===== src/rtl/serial_add_ctrl.sv =====
// serial_add_ctrl: bit-serial W-bit adder sequencer.
// A single full-adder slice (two half adders plus an OR) is reused once per
// cycle, LSB first, with a carry flip-flop linking consecutive bit positions.
//
// Handshake: start is sampled only in IDLE; the edge that sees start=1 in
// IDLE captures a/b and enters RUN. busy is high for exactly W cycles (RUN),
// then done is high for exactly one cycle (DONE), then the block returns to
// IDLE. start seen in RUN or DONE is dropped, not queued. sum/cout change only
// on the edge entering DONE and hold their value at all other times.
module serial_add_ctrl #(
    parameter int W = 8
) (
    input  logic         clk,
    input  logic         rst,
    input  logic         start,
    input  logic [W-1:0] a,
    input  logic [W-1:0] b,
    output logic         busy,
    output logic         done,
    output logic [W-1:0] sum,
    output logic         cout
);

    // A one-bit counter is kept even for W=1 so the compare stays well formed.
    localparam int CNT_W = (W > 1) ? $clog2(W) : 1;

    typedef enum logic [1:0] {
        IDLE = 2'd0,
        RUN  = 2'd1,
        DONE = 2'd2
    } state_t;

    state_t         state_q;
    state_t         state_d;
    logic [W-1:0]   a_sh;
    logic [W-1:0]   b_sh;
    logic [W-1:0]   res_sh;
    logic [W-1:0]   res_next;
    logic           carry_q;
    logic [CNT_W-1:0] cnt_q;
    logic           last_bit;

    // Full-adder slice built from two half adders and an OR.
    logic ha0_s;
    logic ha0_c;
    logic ha1_c;
    logic s_i;
    logic c_i;

    assign ha0_s = a_sh[0] ^ b_sh[0];
    assign ha0_c = a_sh[0] & b_sh[0];
    assign s_i   = ha0_s ^ carry_q;
    assign ha1_c = ha0_s & carry_q;
    assign c_i   = ha0_c | ha1_c;

    // Result shifts right with the new bit entering at the MSB; written as a
    // shift/OR so the same expression also covers W=1.
    assign res_next = (res_sh >> 1) | (W'(s_i) << (W - 1));
    assign last_bit = (cnt_q == CNT_W'(W - 1));

    // State register.
    always_ff @(posedge clk) begin
        if (rst) begin
            state_q <= IDLE;
        end else begin
            state_q <= state_d;
        end
    end

    // Next-state logic and status decode from the registered state.
    always_comb begin
        state_d = state_q;
        busy    = 1'b0;
        done    = 1'b0;
        case (state_q)
            IDLE: begin
                if (start) begin
                    state_d = RUN;
                end
            end
            RUN: begin
                busy = 1'b1;
                if (last_bit) begin
                    state_d = DONE;
                end
            end
            DONE: begin
                done    = 1'b1;
                state_d = IDLE;
            end
            default: begin
                state_d = IDLE;
            end
        endcase
    end

    // Datapath: operand capture, serial shifting, carry and result update.
    always_ff @(posedge clk) begin
        if (rst) begin
            a_sh    <= '0;
            b_sh    <= '0;
            res_sh  <= '0;
            carry_q <= 1'b0;
            cnt_q   <= '0;
            sum     <= '0;
            cout    <= 1'b0;
        end else begin
            case (state_q)
                IDLE: begin
                    if (start) begin
                        a_sh    <= a;
                        b_sh    <= b;
                        carry_q <= 1'b0;
                        cnt_q   <= '0;
                    end
                end
                RUN: begin
                    a_sh    <= a_sh >> 1;
                    b_sh    <= b_sh >> 1;
                    res_sh  <= res_next;
                    carry_q <= c_i;
                    cnt_q   <= cnt_q + CNT_W'(1);
                    if (last_bit) begin
                        sum  <= res_next;
                        cout <= c_i;
                    end
                end
                default: begin
                end
            endcase
        end
    end

endmodule


===== config.mk =====
export PLATFORM = sky130hd
export DESIGN_NAME = serial_add_ctrl
export DESIGN_NICKNAME = d
export VERILOG_FILES = /design/src/rtl/serial_add_ctrl.sv
export SDC_FILE = /design/constraint.sdc
export NUM_CORES = 1
export LEC_CHECK = 0
export ABC_AREA = 1
export BUFFER_PORTS_ARGS = -buffer_cell sky130_fd_sc_hd__buf_2
export CAP_MARGIN = 15
export CORE_ASPECT_RATIO = 1.75
export CORE_MARGIN = 2
export CORE_UTILIZATION = 54
export CTS_CLUSTER_DIAMETER = 80
export DETAILED_ROUTE_END_ITERATION = 12
export GPL_TIMING_DRIVEN = 1
export PLACE_DENSITY = 0.86
export RECOVER_POWER = 50
export REMOVE_ABC_BUFFERS = 1
export SYNTH_ARGS = -nofsm -noshare
export SYNTH_HDL_FRONTEND = slang
export SYNTH_SLANG_ARGS = --single-unit

===== constraint.sdc =====
create_clock -name clk -period 1.4 [get_ports clk]
set_input_delay 0.07 -clock clk [delete_from_list [all_inputs] [get_ports clk]]
set_output_delay 0.07 -clock clk [all_outputs]
set_load 0.02 [all_outputs]

==> metrics <==
vias in the first global route=1420; layout net count=302; clock sink count=38; drc violations=0; IO Count=30; crit end category=output pin; initial drt markers=40; non-filler instance count after layout=322; largest net degree at the start of global routing=26; CTS Hold Bufs=0; Placed Cells=314; Vias/cell=4.689; Pint=0.001571 W; CTS Buf Count=5; hold crit path type=input port to flop; Detail Route Antenna Nets=0; GR met1 Demand/Resource=0.2048; Critical Path RT=1330 ps; LEAKAGE=0.9426 nW; Final Cycle Share=0.9498; gr busiest metal=met2; Max Cap Viol=0; RSZ-0062 raised after global routing=no; combinational power share=0.125; maximum operating frequency=752.1 MHz; DRT Pass-1 Iters=4; Finish-stage setup viols=0; setup_tns=0 ps; total die area=3592 sq um; CP startpoint kind=flop; synthesized instance count=247; register share of total power=0.548; Fin. Hold Viols=0; crit path DAT=1260 ps; worst hold slack=47.91 ps; H-tree depth=2; post-synthesis mux area share=0; status=finished, final reports clean; Slew HR=0.5482; Setup Crit Path Kind=flop to output pin; # rows=26; n_diodes=0; Pwr Density=1081 nW/um^2; Post-Syn Area=1680 sq um; Crit Path Max Fanout=14; Compound-Gate Fraction of Synth Area=0.07074; Adder-Cell Fraction of Synth Area=0.02681; met3 Use GR=0.04186; global-route wire length before repair=5.561 mm; DP HPWL=2.255 mm; initial core utilization=0.5676; core area=2960 sq um; Netlist cell types=19; layout cell share with drive strength beyond 1=0.1500; initial antenna violation count=0; commonest non-fill, non-tap cell in the layout=nand2_1; Yosys reg bits=38; Root Driver=clkbuf_8; commonest cells after routing, fill and taps aside=80 x nand2_1, 64 x nor2_1, 36 x dfxtp_1; clock period minus final worst setup slack=1330 ps; Synth Area per Inst=6.803 sq um; net switching power=0.0005290 W; GPL Wtd Cong=0.7400; Synth Area in XOR/XNOR=0; area delta synth->final=15.56%; GRT Overall Usage=0.2068; post-synthesis sequential area ratio=0.4527; Sw Ratio=0.2519; Slew Limit Fails=0; met2 usage=0.3847; clk slew on worst S/H paths=70 ps; Max Clock Skew=6.350 ps; Port Buf Inserts=29; via count=1510; Overall Power=0.002100 W; die width=46.17 um; Synth Warn #=0; Clock Path Buffers=2; VDD IR max=0.7638 mV; per-cell routed wire length=9.941 um; Simple-Gate Fraction of Synth Area=0.3589; latest clock arrival within the worst-skew pair=290 ps; CTS tree=done; Least-Margin Pin Slew=676.9 ps; clock power share=0.327; grt ovf=0; largest family of logic cells by synthesized area=simple AND/OR/NAND/NOR gates; die height=77.80 um; Total Routed Length=3.201 mm
## cell usage after synthesis
cell type | n | area share
o21ai_0 | 10 | 0.030
buf_4 | 1 | 0.0045
nor2_4 | 1 | 0.0067
dfxtp_1 | 38 | 0.45
ha_1 | 2 | 0.015
a21oi_1 | 12 | 0.036
nand3_1 | 2 | 0.0060
nand2_1 | 80 | 0.18
inv_2 | 3 | 0.0067
o21ai_2 | 1 | 0.0052
nor2_1 | 64 | 0.14
nand2_4 | 2 | 0.013
inv_1 | 18 | 0.040
buf_2 | 2 | 0.0060
nor2_2 | 2 | 0.0074
nand2_2 | 1 | 0.0037
clkbuf_1 | 3 | 0.0067
buf_6 | 4 | 0.027
fa_1 | 1 | 0.012
## power by group through the flow
| stage | Clock, W | Combinational, W | Sequential, W |
|---|---|---|---|
| floorplan | 0 | 0.000174 | 0.00117 |
| global placement | 0 | 0.000258 | 0.00117 |
| detailed placement | 0 | 0.000262 | 0.00117 |
| CTS | 0.000705 | 0.000265 | 0.00115 |
| global route | 0.000734 | 0.000303 | 0.00115 |
| finish | 0.000687 | 0.000263 | 0.00115 |
## layout make-up
cell class	count	area [sq um]
Clock buffer	7	76.32
Fill cell	264	1018
Inverter	21	81.33
Multi-Input combinational cell	178	774.5
Sequential cell	38	763.2
Tap cell	42	52.55
Timing Repair Buffer	36	193.9
## layer usage
metal  vias to the layer above  share of wire  wire length [um]
met5                         -              0                 0
met4                         0          0.018                58
li1                        806              -                 -
met2                        19           0.55              1762
met1                       679           0.41              1305
met3                         6          0.023                74
## registers in the layout (all words and copies together) (netlist names)
register  cells
carry_q       1
state_q       2
sum           8
cnt_q         3
b_sh          8
cout          1
a_sh          8
res_sh        7
## through the flow
stage / area [sq um] / worst slack (ps) / util
2_1_floorplan: 1607 / 190.5 / -
3_3_place_gp: 1849 / 28.88 / 0.6247
3_5_place_dp: 1849 / 7.984 / 0.6247
4_1_cts: 1948 / 5.918 / 0.6581
5_1_grt: 1942 / 10.39 / 0.6560
6_report: 1942 / 70.32 / 0.6560
## timing repair
item | 4_1_cts | 5_1_grt
hold endpoints to repair | 0 | 0
pin swaps | 1 | 1
setup endpoints to repair | 2 | 28
resized for setup | 1 | 5
setup buffers | 1 | 0
## worst paths after layout
kind | depth (start not counted) | slack, ps | to | start
hold / removal | 3 | 50 | b_sh[7] | b[7]
setup / recovery | 4 | 70 | busy | state_q[0]
setup reg to reg | 7 | 100 | sum[2] | cnt_q[0]
hold reg to reg | 2 | 460 | b_sh[7] | b_sh[7]
## cell families (layout without fill, tap and decap cells)
| group | Yosys count | in the layout |
|---|---|---|
| compound gates | 23 | 23 |
| fa+ha+maj | 3 | 3 |
| flops | 38 | 38 |
| simple gates | 152 | 152 |
| buf+inv | 31 | 64 |
## worst max-delay path, cell delays in order (launching register included)
cell and delay (ps):
dfxtp_2 370, buf_4 150, nand2_4 120, inv_4 140, buf_2 180
(Power assumes the default switching activity.)
